===== src/rtl/target_centroid_calc.sv =====
// Binary-image target tracker: accumulates area, coordinate sums and bounding box per frame,
// then derives the centroid with two serial restoring dividers and publishes one result per frame.
module target_centroid_calc #(
  parameter int unsigned H_PIXEL  = 640,
  parameter int unsigned V_PIXEL  = 480,
  parameter int unsigned MIN_AREA = 16
) (
  input  logic        clk,
  input  logic        rst_n,
  input  logic        per_frame_vsync,
  input  logic        per_frame_href,
  input  logic        per_frame_clken,
  input  logic        per_img_bit,
  output logic        obj_valid,
  output logic        obj_found,
  output logic [9:0]  obj_x_min,
  output logic [9:0]  obj_x_max,
  output logic [9:0]  obj_y_min,
  output logic [9:0]  obj_y_max,
  output logic [9:0]  obj_cx,
  output logic [9:0]  obj_cy,
  output logic [18:0] obj_area,
  output logic        overrun
);

  typedef enum logic [1:0] {StIdle, StAccum, StDivide, StPublish} state_e;

  localparam logic [9:0]  XSat     = 10'(H_PIXEL - 1);
  localparam logic [9:0]  YSat     = 10'(V_PIXEL - 1);
  localparam logic [18:0] MinArea  = 19'(MIN_AREA);
  localparam logic [4:0]  LastIter = 5'd27;

  state_e state_q, state_d;
  logic vsync_q, href_q;
  logic frame_edge, line_end, pix_en, hit;
  logic snap, iterate, publish, ovr;
  logic [9:0]  x_q, x_d, y_q, y_d;
  logic [18:0] area_q, area_d;
  logic [27:0] sumx_q, sumx_d, sumy_q, sumy_d;
  logic [9:0]  xmin_q, xmin_d, xmax_q, xmax_d, ymin_q, ymin_d, ymax_q, ymax_d;
  logic [18:0] sh_area_q;
  logic [9:0]  sh_xmin_q, sh_xmax_q, sh_ymin_q, sh_ymax_q;
  logic [18:0] remx_q, remy_q;
  logic [27:0] dvdx_q, dvdy_q;
  logic [4:0]  cnt_q;
  logic        found_w;

  // One restoring step: the dividend register shifts left and collects quotient bits at its LSB.
  function automatic logic [46:0] div_step(input logic [18:0] rem, input logic [27:0] dvd,
                                           input logic [18:0] dvs);
    logic [19:0] shl;
    logic        ge;
    logic [18:0] nrem;
    shl  = {rem, dvd[27]};
    ge   = shl >= {1'b0, dvs};
    nrem = ge ? 19'(shl - {1'b0, dvs}) : shl[18:0];
    return {nrem, dvd[26:0], ge};
  endfunction

  assign frame_edge = per_frame_vsync & ~vsync_q;
  assign line_end   = ~per_frame_href & href_q;
  assign pix_en     = per_frame_clken & per_frame_href;
  assign hit        = pix_en & per_img_bit;

  always_comb begin
    x_d = x_q;
    y_d = y_q;
    if (line_end) x_d = '0;
    else if (pix_en && x_q != XSat) x_d = x_q + 10'd1;
    if (frame_edge) y_d = '0;
    else if (line_end && y_q != YSat) y_d = y_q + 10'd1;
  end

  always_comb begin
    area_d = area_q;
    sumx_d = sumx_q;
    sumy_d = sumy_q;
    xmin_d = xmin_q;
    xmax_d = xmax_q;
    ymin_d = ymin_q;
    ymax_d = ymax_q;
    if (frame_edge) begin
      area_d = '0;
      sumx_d = '0;
      sumy_d = '0;
      xmin_d = 10'd1023;
      xmax_d = '0;
      ymin_d = 10'd1023;
      ymax_d = '0;
    end else if (hit) begin
      area_d = area_q + 19'd1;
      sumx_d = sumx_q + 28'(x_q);
      sumy_d = sumy_q + 28'(y_q);
      if (x_q < xmin_q) xmin_d = x_q;
      if (x_q > xmax_q) xmax_d = x_q;
      if (y_q < ymin_q) ymin_d = y_q;
      if (y_q > ymax_q) ymax_d = y_q;
    end
  end

  always_ff @(posedge clk or negedge rst_n) begin
    if (!rst_n) begin
      vsync_q <= 1'b0;
      href_q  <= 1'b0;
      x_q     <= '0;
      y_q     <= '0;
      area_q  <= '0;
      sumx_q  <= '0;
      sumy_q  <= '0;
      xmin_q  <= 10'd1023;
      xmax_q  <= '0;
      ymin_q  <= 10'd1023;
      ymax_q  <= '0;
    end else begin
      vsync_q <= per_frame_vsync;
      href_q  <= per_frame_href;
      x_q     <= x_d;
      y_q     <= y_d;
      area_q  <= area_d;
      sumx_q  <= sumx_d;
      sumy_q  <= sumy_d;
      xmin_q  <= xmin_d;
      xmax_q  <= xmax_d;
      ymin_q  <= ymin_d;
      ymax_q  <= ymax_d;
    end
  end

  always_ff @(posedge clk or negedge rst_n) begin
    if (!rst_n) state_q <= StIdle;
    else        state_q <= state_d;
  end

  always_comb begin
    state_d = state_q;
    unique case (state_q)
      StIdle:    if (frame_edge) state_d = StAccum;
      StAccum:   if (frame_edge) state_d = StDivide;
      StDivide:  if (cnt_q == LastIter) state_d = StPublish;
      StPublish: state_d = StAccum;
      default:   state_d = StIdle;
    endcase
  end

  always_comb begin
    snap    = (state_q == StAccum) && frame_edge;
    iterate = (state_q == StDivide);
    publish = (state_q == StPublish);
    ovr     = frame_edge && (state_q == StDivide || state_q == StPublish);
  end

  always_ff @(posedge clk or negedge rst_n) begin
    if (!rst_n) begin
      sh_area_q <= '0;
      sh_xmin_q <= 10'd1023;
      sh_xmax_q <= '0;
      sh_ymin_q <= 10'd1023;
      sh_ymax_q <= '0;
      remx_q    <= '0;
      remy_q    <= '0;
      dvdx_q    <= '0;
      dvdy_q    <= '0;
      cnt_q     <= '0;
    end else if (snap) begin
      sh_area_q <= area_q;
      sh_xmin_q <= xmin_q;
      sh_xmax_q <= xmax_q;
      sh_ymin_q <= ymin_q;
      sh_ymax_q <= ymax_q;
      remx_q    <= '0;
      remy_q    <= '0;
      dvdx_q    <= sumx_q;
      dvdy_q    <= sumy_q;
      cnt_q     <= '0;
    end else if (iterate) begin
      cnt_q <= cnt_q + 5'd1;
      if (sh_area_q != '0) begin
        {remx_q, dvdx_q} <= div_step(remx_q, dvdx_q, sh_area_q);
        {remy_q, dvdy_q} <= div_step(remy_q, dvdy_q, sh_area_q);
      end
    end
  end

  assign found_w = sh_area_q >= MinArea;

  always_ff @(posedge clk or negedge rst_n) begin
    if (!rst_n) begin
      obj_valid <= 1'b0;
      overrun   <= 1'b0;
      obj_found <= 1'b0;
      obj_area  <= '0;
      obj_x_min <= '0;
      obj_x_max <= '0;
      obj_y_min <= '0;
      obj_y_max <= '0;
      obj_cx    <= '0;
      obj_cy    <= '0;
    end else begin
      obj_valid <= publish;
      overrun   <= ovr;
      if (publish) begin
        obj_found <= found_w;
        obj_area  <= sh_area_q;
        obj_x_min <= found_w ? sh_xmin_q : '0;
        obj_x_max <= found_w ? sh_xmax_q : '0;
        obj_y_min <= found_w ? sh_ymin_q : '0;
        obj_y_max <= found_w ? sh_ymax_q : '0;
        obj_cx    <= (found_w && sh_area_q != '0) ? dvdx_q[9:0] : '0;
        obj_cy    <= (found_w && sh_area_q != '0) ? dvdy_q[9:0] : '0;
      end
    end
  end

endmodule


===== config.mk =====
export PLATFORM = sky130hd
export DESIGN_NAME = target_centroid_calc
export DESIGN_NICKNAME = d
export VERILOG_FILES = /design/src/rtl/target_centroid_calc.sv
export SDC_FILE = /design/constraint.sdc
export NUM_CORES = 1
export LEC_CHECK = 0
export CORE_MARGIN = 2
export CORE_UTILIZATION = 55
export CTS_CLUSTER_DIAMETER = 40
export DETAILED_ROUTE_END_ITERATION = 12
export PLACE_DENSITY = 0.72
export SETUP_SLACK_MARGIN = 0.5
export SYNTH_ARGS = -nofsm -noshare
export SYNTH_HDL_FRONTEND = slang
export SYNTH_SLANG_ARGS = --single-unit

===== constraint.sdc =====
create_clock -name clk -period 4.1 [get_ports clk]
set_input_delay 1.025 -clock clk [delete_from_list [all_inputs] [get_ports clk]]
set_output_delay 1.025 -clock clk [all_outputs]
set_load 0.01 [all_outputs]

# Word-level counts from Yosys, hierarchy flattened
# Cells that the tools add are included.
# Widths: inputs -> output; s select.
# word_totals
register_bits,379
latch_bits,0
ramBits,0
mem_bits_ro,0
input_bits,6
output_inout_bits,82
word_cells,133
n_memories,0
# classes
addsub,8
multipliers,0
div,0
n_lt_le_gt_ge,7
n_eq_ne,9
shift,0
mux,48
bitwise_logic,6
n_reduce_logical,23
# ops
op,n
$mux 28,10
$mux 10,22
$mux 19,10
$add 28x10->28,2
$ge 20x19->1,2
$sub 19x19->19,2
$add 10x1->10 const B,2
$gt 10x10->1,2
$lt 10x10->1,2
$add 19x1->19 const B,1
$ge 19x5->1 const B,1
$reduce_bool 19->1,1
$reduce_bool 2->1,9
$mux 5,2
$ne 10x10->1 const B,1
$ne 10x9->1 const B,1
$reduce_and 2->1,5
$pmux 2 s4,1
$mux 2,3
$add 5x1->5 const B,1
$eq 5x5->1 const B,1
$logic_and 1x1->1,5
$and 1x1->1,4
$eq 2x2->1 const B,2
other kinds (7),9

# Longest topological paths before layout
# Gate-level depths: netlist of run 1.
# depth
depth_word,5
mapped_depth,13
mapped_depth_nobuf,12

# Least setup slack after synthesis of run 1
# Ideal clock, no wire load.
# synth_path
path_kind,flip-flop to flip-flop
start,register dvdx_q[27]
end,register remx_q[6]
setup_ns,0.131
t_arrival_ns,2.695
t_required_ns,3.969
setup_slack_ns,1.274
path_stages_with_launch,14
path_buffers,1
synth_period_minus_slack_ns,2.826
cell_sequence,dfrtp_1 inv_1 ha_1 inv_1 fa_1 a211oi_1 o21ai_2 a31oi_4 o211ai_2 a211oi_4 buf_6 nor2_1 a211oi_1 nor3_1
# synth_via
elab_chain_len,5
word_cells_on_any_way,6
cone_classes,1 x add/sub; 1 x order compare; 4 x mux
# synth_lines
element,line_no,rtl
"start, declared",44,"logic [27:0] dvdx_q, dvdy_q;"
"start signal, assigned",172,dvdx_q <= sumx_q;
"start signal, assigned",178,"{remx_q, dvdx_q} <= div_step(remx_q, dvdx_q, sh_area_q);"
$sub 19x19->19 / $ge 20x19->1 (equally long branches),"56, 55",
$mux 19 (*),56,"nrem = ge ? 19'(shl - {1'b0, dvs}) : shl[18:0];"
$mux 19 (*),177,if (sh_area_q != '0) begin
$mux 19 (*),175,end else if (iterate) begin
$mux 19 (*),164,end else if (snap) begin
"end signal, assigned",178,
"end, declared",43,"logic [18:0] remx_q, remy_q;"
# Mark *: on every way between the ends. The rest lies on a longest branch, timed or not. The select of a mux whose other input is x is not followed.
# A chain may end at the register's enable or synchronous reset.

# Worst setup path in the final report of run 1
# layout_path
start,register sh_area_q[0]
end,register remy_q[10]
# layout_via
elab_chain_len,5
word_cells_on_any_way,9
cone_classes,1 x add/sub; 1 x order compare; 4 x mux; 3 x reduce/logical
# layout_lines
element,line_no,rtl
"start, declared",41,logic [18:0] sh_area_q;
"start signal, assigned",165,sh_area_q <= area_q;
$sub 19x19->19 / $ge 20x19->1 (equally long branches),"56, 55",
$mux 19,56,
$mux 19,177,
$mux 19,175,
$mux 19,164,
"end signal, assigned",179,"{remy_q, dvdy_q} <= div_step(remy_q, dvdy_q, sh_area_q);"
"end, declared",43,
# Several ways; a longest one is shown, not always the timed one. The select of a mux whose other input is x is not followed.

==> results.py, run 1 <==
metrics = {
    "outcome": {
        "outcome": "finished clean",
    },
    "clock_network": {
        "cts.reportedPaths.clkPinSlew_ps": 60,
        "cts_sinks": 379,
        "post_cts_resized": 0,
        "clock_path_buffers": 3,
        "cts_max_level": 2,
        "cts_tree": "yes",
        "clock_latency_ps": 600,
        "cts_root_buf": "clkbuf_16",
        "post_cts_buffers": 0,
        "cts_buffers": 53,
        "holdBufCountCts": 0,
    },
    "min_path": {
        "min_to": "sh_xmin_q[0]",
        "hold_depth": 2,
        "min_path_type": "flip-flop to flip-flop",
        "hp-start": "sh_xmin_q[0]",
    },
    "sta": {
        "hold_slack_ps": 464.4,
        "period_minus_slack_ps": 3269,
        "setup_violations": 0,
        "finClkSkew_ps": 26.03,
        "slew_viol_final": 0,
        "maxSlewHeadroom_pct": 30.95,
        "hold_violations": 0,
        "timing.fmax_mhz": 305.9,
        "setup-tns-final_ps": 0,
        "rsz0062_at_grt": "no",
        "worst_slew_pin_slew_ps": 1025,
        "period_share_pct": 79.74,
    },
    "yosys": {
        "ys_warn_count": 0,
        "ys.flop_type": "dfrtp_1",
        "yosysTopAreaCell": "dfrtp_1",
        "avgSynthCellArea_sq_um": 9.264,
        "synth_simple_gate_area_share_pct": 16.17,
        "ys_ff_latch": 379,
        "synth_top_family_by_area": "simple AND/OR/NAND/NOR gates",
        "syn-cell-area_sq_um": 19690,
        "synth_edf_count": 0,
        "synthMuxAreaShare_pct": 3.731,
        "yosysSeqAreaShare_pct": 48.43,
        "yosys.area_share.adder_pct": 7.080,
        "synth_compound_area_share_pct": 14.71,
        "synth-xor-area-share_pct": 5.027,
        "synth.top_cell.area_share_pct": 43.09,
        "ys_top_cells_by_area": "dfrtp_1 (43%), nand2_1 (7.0%), ha_1 (6.7%)",
        "synthCells": 2125,
        "synth-async-reset-ratio_pct": 100.0,
        "ys_types": 68,
        "synth_fp_nets": 2240,
    },
    "critical_path": {
        "worstPathMaxFanout": 10,
        "required_ps": 4630,
        "worstPathArrival_ps": 3800,
        "crit_type": "flip-flop to flip-flop",
        "reg2reg_to": "remy_q[10]",
        "cp_top_family": "compound AO/OA/AOI/OAI gates",
        "reg2reg_slack_ps": 830,
        "cp_slowest_cell": "dfrtp_1",
        "end_kind": "flip-flop",
        "reg2reg_depth": 12,
        "slowest_delay_ps": 510,
        "crit_path_frequent_cell": "a21oi_1",
        "r2r-start": "sh_area_q[0]",
        "path_buf_inv": 2,
        "worstPathCellList": "ha_1, inv_1, fa_1, a21o_1, a21oi_1, o21ai_0, a21oi_1, o311a_1, buf_4, a21oi_1, o21ai_0, o211a_1",
        "cp-start-kind": "flip-flop",
    },
    "floorplan": {
        "coreArea_sq_um": 35400,
        "die_y_microns": 193.2,
        "die_w_microns": 193.2,
        "die_area_sq_um": 37320,
        "initial_utilization_pct": 55.62,
        "ioPinCount": 88,
        "core.rowCount": 69,
    },
    "finish": {
        "n_fill_cell": 2905,
        "register_area_sq_um": 9534,
        "drive_gt1_share_pct": 9.485,
        "nets": 2307,
        "final_core_util_pct": 64.97,
        "final_common_cell": "nand2_1",
        "syn2layout_area_growth_pct": 16.81,
        "multi_input_area_sq_um": 9238,
        "layout_common_cells": "nand2_1 (365), dfrtp_1 (339), nor2_1 (210), inv_1 (139), o21ai_0 (118)",
        "diodes": 0,
    },
    "global_route": {
        "grt.total_usage_pct": 25.88,
        "antenna_found_initial": 1,
        "grt_start_max_net_pins": 114,
        "grt_pass1_wl_mm": 77.58,
        "overflow": 0,
        "first_global_vias": 15280,
    },
    "power_and_ir_drop": {
        "pwr-share-clk_pct": 29.9,
        "swShare_pct": 36.85,
        "vdd_drop_max_mv": 0.5696,
        "p_sw_w": 0.005950,
        "leakagePower_nw": 10.58,
        "p_int_w": 0.01020,
        "seq_power_share_pct": 33.2,
        "combPwrFrac_pct": 37.0,
        "power_density_nw_per_um2": 702.1,
    },
    "detailed_routing": {
        "first_pass_iters": 8,
        "via_per_inst": 5.725,
        "met1_length_mm": 21.02,
        "antenna_left": 0,
        "dr_wl_met3_mm": 2.153,
        "drc": 0,
        "vias": 15430,
        "drt_iter0_drc": 975,
        "avgRoutedWirePerCell_microns": 17.33,
        "highest_layer": "met4",
        "wl_met2_mm": 22.11,
        "routed_wl_mm": 46.72,
    },
    "job": {
        "drv_cap": 0,
    },
    "place": {
        "routabilityCongestion": 0.8703,
        "dpl.hpwl_mm": 30.40,
        "port_buffers": 87,
    },
}
-- per-stage QoR --
| step | worst slack [ps] | instance area (sq um) | total power (W) | cells |
|---|---|---|---|---|
| 2_1_floorplan | 1274 | 19690 | 0.009591 | 2125 |
| 6_report | 830.5 | 23000 | 0.01615 | 2696 |
| 5_1_grt | 633.6 | 23000 | 0.01717 | 2696 |
| 4_1_cts | 840.4 | 23000 | 0.01622 | 2696 |
| 3_3_place_gp | 741.5 | 21110 | 0.01112 | 2598 |
| 3_5_place_dp | 683.9 | 21110 | 0.01131 | 2598 |
-- state kept, by name (all words and copies together) (netlist names), 19 cells and up --
name,count
remy_q,19
sumx_q,28
area_q,19
sh_area_q,19
sumy_q,28
obj_area,19
dvdy_q,28
remx_q,19
dvdx_q,28
-- Yosys cell counts, types with 3 or more instances --
library cell / number
nand2_1: 367
dfrtp_1: 339
nor2_1: 210
inv_1: 139
o21ai_0: 118
a21oi_1: 113
ha_1: 105
clkbuf_1: 94
xnor2_1: 66
o22ai_1: 63
a31oi_1: 61
mux2i_1: 52
xor2_1: 47
dfstp_2: 40
a21o_1: 30
and3_1: 23
nand4_1: 23
nand3_1: 21
nor3_1: 21
mux2_2: 19
o211ai_1: 15
a211oi_1: 13
nand2b_1: 11
nor2b_1: 10
nor4_1: 10
or3_1: 10
buf_2: 8
nor4bb_1: 7
o21bai_1: 7
o21a_1: 6
a2111oi_0: 5
and2_1: 5
and4_1: 5
buf_1: 5
nor3b_1: 5
o211a_1: 5
fa_1: 4
a311oi_1: 3
a31o_2: 3
-- kinds of logic (layout without fill, tap and decap cells) --
group	Yosys count	after routing
simple gates	738	738
compound gates	467	467
flops	379	379
buf+inv	248	358
xor+xnor	113	113
fa+ha+maj	109	109
mux	71	71
-- final cells by class --
| cell class | count | area share (%) |
|---|---|---|
| Timing Repair Buffer | 121 | 5.408 |
| Tap cell | 461 | 2.508 |
| Multi-Input combinational cell | 1498 | 40.17 |
| Clock inverter | 36 | 2.002 |
| Inverter | 139 | 2.269 |
| Sequential cell | 379 | 41.46 |
| Clock buffer | 62 | 6.181 |
-- layer usage --
layer | track usage [%] | vias to the layer above
met5 | 0 | -
met4 | 8.887 | 0
met2 | 42.17 | 389
met3 | 4.036 | 93
li1 | - | 7443
met1 | 35.44 | 7509
-- worst max path at each step --
| stage | start | to | slack [ps] | depth (start not counted) |
|---|---|---|---|---|
| after floorplan | dvdx_q[27] | remx_q[6] | 1270 | 13 |
| after global placement | per_frame_href | sumx_q[22] | 740 | 8 |
| after detailed placement | per_frame_href | sumx_q[26] | 680 | 8 |
| after CTS | sh_area_q[0] | remx_q[8] | 840 | 12 |
| after global routing | sh_area_q[0] | remy_q[10] | 630 | 12 |
| final | sh_area_q[0] | remy_q[10] | 830 | 12 |
-- power groups by stage --
stage               clock network [W]  logic [W]  registers, W
floorplan                           0    0.00431       0.00528
global placement                    0    0.00575       0.00537
detailed placement                  0    0.00591       0.00540
CTS                           0.00490    0.00597       0.00535
global route                  0.00505    0.00667       0.00546
finish                        0.00482    0.00597       0.00536
-- tightest hold or removal path, stage by stage, from the launching register on --
cell and delay, ps:
dfstp_2 370, nand2_1 50, nand2_1 50
Power figures use the tool's default switching activity.
==> inputs of run 2 (changes only) <==
--- a/config.mk
+++ b/config.mk
@@ -9,7 +9,7 @@
 export CORE_UTILIZATION = 55
 export CTS_CLUSTER_DIAMETER = 40
 export DETAILED_ROUTE_END_ITERATION = 12
-export PLACE_DENSITY = 0.72
+export PLACE_DENSITY = 0.74
 export SETUP_SLACK_MARGIN = 0.5
 export SYNTH_ARGS = -nofsm -noshare
 export SYNTH_HDL_FRONTEND = slang
==> constraint.sdc (replaced) <==
create_clock -name clk -period 2.8 [get_ports clk]
set_input_delay 0.7 -clock clk [delete_from_list [all_inputs] [get_ports clk]]
set_output_delay 0.7 -clock clk [all_outputs]
set_load 0.01 [all_outputs]
==> results.py, run 2 (synthesis results as in run 1) <==
metrics = {
    "outcome": {
        "outcome": "finished, violations left",
        "violations": "setup timing",
    },
    "sta": {
        "period_share_pct": 100.5,
        "hold_violations": 0,
        "period_minus_slack_ps": 2814,
        "slew_viol_final": 0,
        "rsz0062_at_grt": "yes",
        "worst_slew_pin_slew_ps": 661.8,
        "layout_setup_ws_ps": -13.82,
        "maxSlewHeadroom_pct": 55.88,
        "timing.fmax_mhz": 355.4,
        "finClkSkew_ps": 18.23,
        "setup_violations": 1,
    },
    "critical_path": {
        "crit_type": "flip-flop to flip-flop",
        "cp_slowest_cell": "dfrtp_1",
        "r2r-start": "dvdx_q[27]",
        "worstPathCellList": "inv_1, ha_2, inv_2, fa_2, a211oi_4, o21ai_2, a31oi_4, o211ai_2, a211oi_4, buf_6, buf_6, or2b_1, o211ai_1, a21oi_1",
        "worstPathArrival_ps": 3300,
        "worstPathMaxFanout": 6,
        "cp-start-kind": "flip-flop",
        "crit_path_start": "dvdx_q[27]",
        "slowest_delay_ps": 380,
        "end_kind": "flip-flop",
        "required_ps": 3280,
    },
    "finish": {
        "register_area_sq_um": 9545,
        "final_common_cell": "nand2_1",
        "drive_gt1_share_pct": 22.85,
        "layout_common_cells": "nand2_1 (358), dfrtp_1 (330), nor2_1 (195), buf_4 (133), inv_1 (129)",
        "multi_input_area_sq_um": 10420,
        "nets": 2462,
        "syn2layout_area_growth_pct": 30.09,
        "diodes": 0,
        "n_fill_cell": 2398,
    },
    "clock_network": {
        "cts_tree": "yes",
        "cts_sinks": 379,
        "clock_latency_ps": 610,
        "cts_root_buf": "clkbuf_16",
        "cts_max_level": 2,
        "clock_path_buffers": 3,
        "cts.reportedPaths.clkPinSlew_ps": 60,
        "cts_buffers": 55,
    },
    "power_and_ir_drop": {
        "p_sw_w": 0.01040,
        "vdd_drop_max_mv": 0.9449,
        "p_int_w": 0.01694,
        "leakagePower_nw": 11.75,
        "total_power_w": 0.02734,
        "seq_power_share_pct": 28.8,
        "power_density_nw_per_um2": 1067,
        "pwr-share-clk_pct": 26.1,
        "swShare_pct": 38.03,
        "combPwrFrac_pct": 45.0,
    },
    "detailed_routing": {
        "avgRoutedWirePerCell_microns": 19.15,
        "vias": 16770,
        "drc": 0,
        "dr_wl_met3_mm": 2.997,
        "routed_wl_mm": 54.69,
        "highest_layer": "met4",
        "via_per_inst": 5.875,
        "drt_iter0_drc": 1277,
        "first_pass_iters": 6,
        "met1_length_mm": 22.72,
        "wl_met2_mm": 26.61,
        "antenna_left": 0,
    },
    "floorplan": {
        "die_w_microns": 193.2,
        "die_area_sq_um": 37320,
        "die_y_microns": 193.2,
        "ioPinCount": 88,
        "core.rowCount": 69,
        "initial_utilization_pct": 55.62,
        "coreArea_sq_um": 35400,
    },
    "job": {
        "drv_cap": 0,
    },
    "place": {
        "dpl.hpwl_mm": 32.88,
        "routabilityCongestion": 0.9132,
        "preCtsSetupSlack_ps": -1.395,
        "port_buffers": 87,
    },
    "global_route": {
        "first_global_vias": 16320,
        "grt_pass1_wl_mm": 83.68,
        "overflow": 0,
        "antenna_found_initial": 0,
        "grt.total_usage_pct": 28.11,
        "grt_start_max_net_pins": 81,
    },
    "min_path": {
        "min_path_type": "input port to asynchronous set/reset pin",
    },
}
run 2: per-layer routing:
layer / track usage, % / vias up
met5: 0 / -
met4: 12.12 / 0
met3: 4.452 / 173
met2: 45.62 / 588
met1: 37.60 / 8279
li1: - / 7734
run 2: power by group through the flow:
stage	Combinational [W]	Sequential (W)	Clock, W
2_1_floorplan	0.00648	0.00773	0
3_3_place_gp	0.00894	0.00783	0
3_5_place_dp	0.00919	0.00788	0
4_1_cts	0.0107	0.00782	0.00720
5_1_grt	0.0134	0.00802	0.00747
6_report	0.0123	0.00788	0.00714
run 2: path summary, 6_finish.rpt:
kind                           endpoint  slack (ps)  depth (start not counted)
min in group clk           sh_xmin_q[0]         470                          2
setup reg to reg              remx_q[8]         -10                         14
hold / removal             obj_x_max[7]          50                          1
setup / recovery              remx_q[8]         -10                         14
max in group asynchronous     xmin_q[5]        1890                          2
hold reg to reg            sh_xmin_q[0]         470                          2
run 2: layout make-up:
cell class | count | area share (%)
Multi-Input combinational cell | 1500 | 40.68
Sequential cell | 379 | 37.27
Timing Repair Buffer | 272 | 10.32
Clock buffer | 64 | 5.662
Tap cell | 461 | 2.252
Inverter | 139 | 2.037
Clock inverter | 40 | 1.783
run 2: worst max-delay path: cells and delay by family (launching register included):
family,cells,cell delay (ps)
compound gates,7,1120
fa+ha+maj,2,550
buf+inv,4,390
flops,1,380
simple gates,1,240
run 2: stage by stage:
step	std cells	hold WS [ps]	util (%)	setup TNS, ps	cell area, sq um
3_5_place_dp	2661	448.5	61.42	-1.395	21740
2_1_floorplan	2125	404.4	-	0	19820
4_1_cts	2816	45.39	69.21	0	24500
6_report	2855	53.05	72.35	-13.82	25610
3_3_place_gp	2661	450.3	61.42	0	21740
5_1_grt	2855	60.51	72.35	-682.0	25610
run 2: what timing repair did:
action	CTS	global route
setup buffers	43	37
hold buffers	0	0
hold endpoints to repair	0	0
gates cloned	8	2
pin swaps	44	70
endpoints found under the setup margin	96	179
gates resized for setup	104	164
==> inputs of run 3 (changes only) <==
--- a/config.mk
+++ b/config.mk
@@ -5,11 +5,11 @@
 export SDC_FILE = /design/constraint.sdc
 export NUM_CORES = 1
 export LEC_CHECK = 0
-export CORE_MARGIN = 2
-export CORE_UTILIZATION = 55
+export CORE_MARGIN = 3
+export CORE_UTILIZATION = 50
 export CTS_CLUSTER_DIAMETER = 40
 export DETAILED_ROUTE_END_ITERATION = 12
-export PLACE_DENSITY = 0.74
+export PLACE_DENSITY = 0.66
 export SETUP_SLACK_MARGIN = 0.5
 export SYNTH_ARGS = -nofsm -noshare
 export SYNTH_HDL_FRONTEND = slang
==> constraint.sdc (replaced) <==
create_clock -name clk -period 2.7 [get_ports clk]
set_input_delay 0.675 -clock clk [delete_from_list [all_inputs] [get_ports clk]]
set_output_delay 0.675 -clock clk [all_outputs]
set_load 0.01 [all_outputs]
==> results.py, run 3 (synthesis results as in run 1) <==
metrics = {
    "critical_path": {
        "r2r-start": "sh_area_q[3]",
        "crit_path_start": "sh_area_q[3]",
        "end_kind": "flip-flop",
        "crit_path_frequent_cell": "a21oi_1",
        "crit_type": "flip-flop to flip-flop",
        "critPathCapture": "remx_q[15]",
        "cp_slowest_cell": "or4b_2",
        "reg2reg_to": "remx_q[15]",
        "reg2reg_depth": 11,
        "reg2reg_slack_ps": 2,
        "worstPathArrival_ps": 3220,
        "slowest_delay_ps": 600,
        "required_ps": 3220,
        "cp-start-kind": "flip-flop",
        "worstPathCellList": "inv_1, ha_4, nand3_1, o21bai_2, nand4_1, a311oi_2, buf_4, or4b_2, a31oi_1, a21oi_1, a21oi_1",
        "worstPathMaxFanout": 5,
    },
    "power_and_ir_drop": {
        "seq_power_share_pct": 29.2,
        "combPwrFrac_pct": 42.9,
        "p_sw_w": 0.01021,
        "pwr-share-clk_pct": 27.9,
        "power_density_nw_per_um2": 1076,
        "swShare_pct": 36.64,
        "p_int_w": 0.01766,
        "vdd_drop_max_mv": 0.7264,
        "leakagePower_nw": 12.47,
    },
    "detailed_routing": {
        "avgRoutedWirePerCell_microns": 17.82,
        "drt_iter0_drc": 848,
        "via_per_inst": 5.620,
        "vias": 16410,
        "antenna_left": 0,
        "first_pass_iters": 5,
        "routed_wl_mm": 52.02,
        "drc": 0,
    },
    "sta": {
        "period_share_pct": 99.92,
        "hold_violations": 0,
        "setup_violations": 0,
        "layout_setup_ws_ps": 2.179,
        "timing.fmax_mhz": 370.7,
        "maxSlewHeadroom_pct": 47.89,
        "slew_viol_final": 0,
        "hold_slack_ps": 462.1,
        "finClkSkew_ps": 22.26,
        "worst_slew_pin_slew_ps": 781.6,
        "rsz0062_at_grt": "yes",
        "period_minus_slack_ps": 2698,
    },
    "floorplan": {
        "die_w_microns": 204.4,
        "core.rowCount": 72,
        "coreArea_sq_um": 38740,
        "initial_utilization_pct": 50.82,
        "ioPinCount": 88,
        "die_y_microns": 204.4,
        "die_area_sq_um": 41790,
    },
    "finish": {
        "multi_input_area_sq_um": 10430,
        "syn2layout_area_growth_pct": 31.54,
        "final_common_cell": "nand2_1",
        "layout_common_cells": "nand2_1 (362), dfrtp_1 (334), nor2_1 (195), buf_4 (133), inv_1 (128)",
        "drive_gt1_share_pct": 22.78,
        "diodes": 0,
        "n_fill_cell": 3042,
        "nets": 2470,
        "register_area_sq_um": 9540,
    },
    "global_route": {
        "grt_start_max_net_pins": 99,
        "antenna_found_initial": 0,
        "grt.total_usage_pct": 24.49,
        "first_global_vias": 16280,
        "overflow": 0,
        "grt_pass1_wl_mm": 83.66,
    },
    "min_path": {
        "min_path_type": "flip-flop to flip-flop",
    },
    "clock_network": {
        "clock_latency_ps": 600,
        "cts_max_level": 2,
        "cts_buffers": 57,
        "cts_tree": "yes",
        "clock_path_buffers": 3,
        "cts_sinks": 379,
        "cts_root_buf": "clkbuf_16",
        "cts.reportedPaths.clkPinSlew_ps": 60,
    },
    "place": {
        "port_buffers": 87,
        "preCtsSetupSlack_ps": -176.7,
        "routabilityCongestion": 0.8740,
        "dpl.hpwl_mm": 33.23,
    },
    "job": {
        "drv_cap": 0,
    },
    "outcome": {
        "outcome": "finished clean",
    },
}
==> run 3: layer usage <==
| metal | track usage, % | wire length (microns) |
|---|---|---|
| met1 | 32.72 | 22950 |
| met2 | 40.26 | 25200 |
| met3 | 3.679 | 2193 |
| met4 | 9.880 | 1676 |
| met5 | 0 | 0 |
==> run 3: worst min-delay path by stage <==
stage	from	end	slack, ps	cells after the start
floorplan	rst_n	area_q[0]	380	0
global placement	sh_ymin_q[0]	sh_ymin_q[0]	450	2
detailed placement	sh_xmin_q[0]	sh_xmin_q[0]	460	2
CTS	sh_xmin_q[0]	sh_xmin_q[0]	470	2
global route	sh_ymin_q[0]	sh_ymin_q[0]	490	2
finish	sh_xmin_q[0]	sh_xmin_q[0]	460	2
==> run 3: final cells by class <==
| cell class | instances | share of cell area [%] |
|---|---|---|
| Clock buffer | 63 | 5.711 |
| Timing Repair Buffer | 278 | 10.61 |
| Sequential cell | 379 | 36.84 |
| Multi-Input combinational cell | 1500 | 40.26 |
| Tap cell | 518 | 2.503 |
| Clock inverter | 42 | 2.063 |
| Inverter | 139 | 2.015 |
==> run 3: metrics by stage <==
stage	power [W]	area, sq um	utilization, %	instances	TNS (ps)
floorplan	0.01475	19830	-	2125	0
global placement	0.01776	22070	56.98	2748	-1070
detailed placement	0.01806	22070	56.98	2748	-1937
CTS	0.02727	24880	64.22	2894	0
global route	0.02956	25900	66.85	2919	-1357
finish	0.02787	25900	66.85	2919	0
==> run 3: what timing repair did <==
item / 4_1_cts / 5_1_grt
gates cloned: 7 / 0
endpoints found under the hold margin: 36 / 0
pin swaps: 48 / 88
hold buffers: 1 / 0
setup buffers: 33 / 25
setup endpoints to repair: 228 / 203
resized for setup: 124 / 175
==> run 3: worst max-delay path: cells and delay by family, from the launching register on <==
family / cells / cell delay [ps]
and+or+nand+nor: 3 / 900
adders and majority gates: 1 / 310
DFF: 1 / 350
buffers and inverters: 2 / 280
AOI/OAI and AO/OA: 5 / 780
==> run 3: power groups by stage <==
stage	Combinational [W]	Clock, W	Sequential (W)
after global placement	0.00963	0	0.00813
final	0.0120	0.00778	0.00814
after CTS	0.0113	0.00789	0.00812
after global routing	0.0131	0.00815	0.00830
after detailed placement	0.00990	0	0.00817
after floorplan	0.00673	0	0.00802
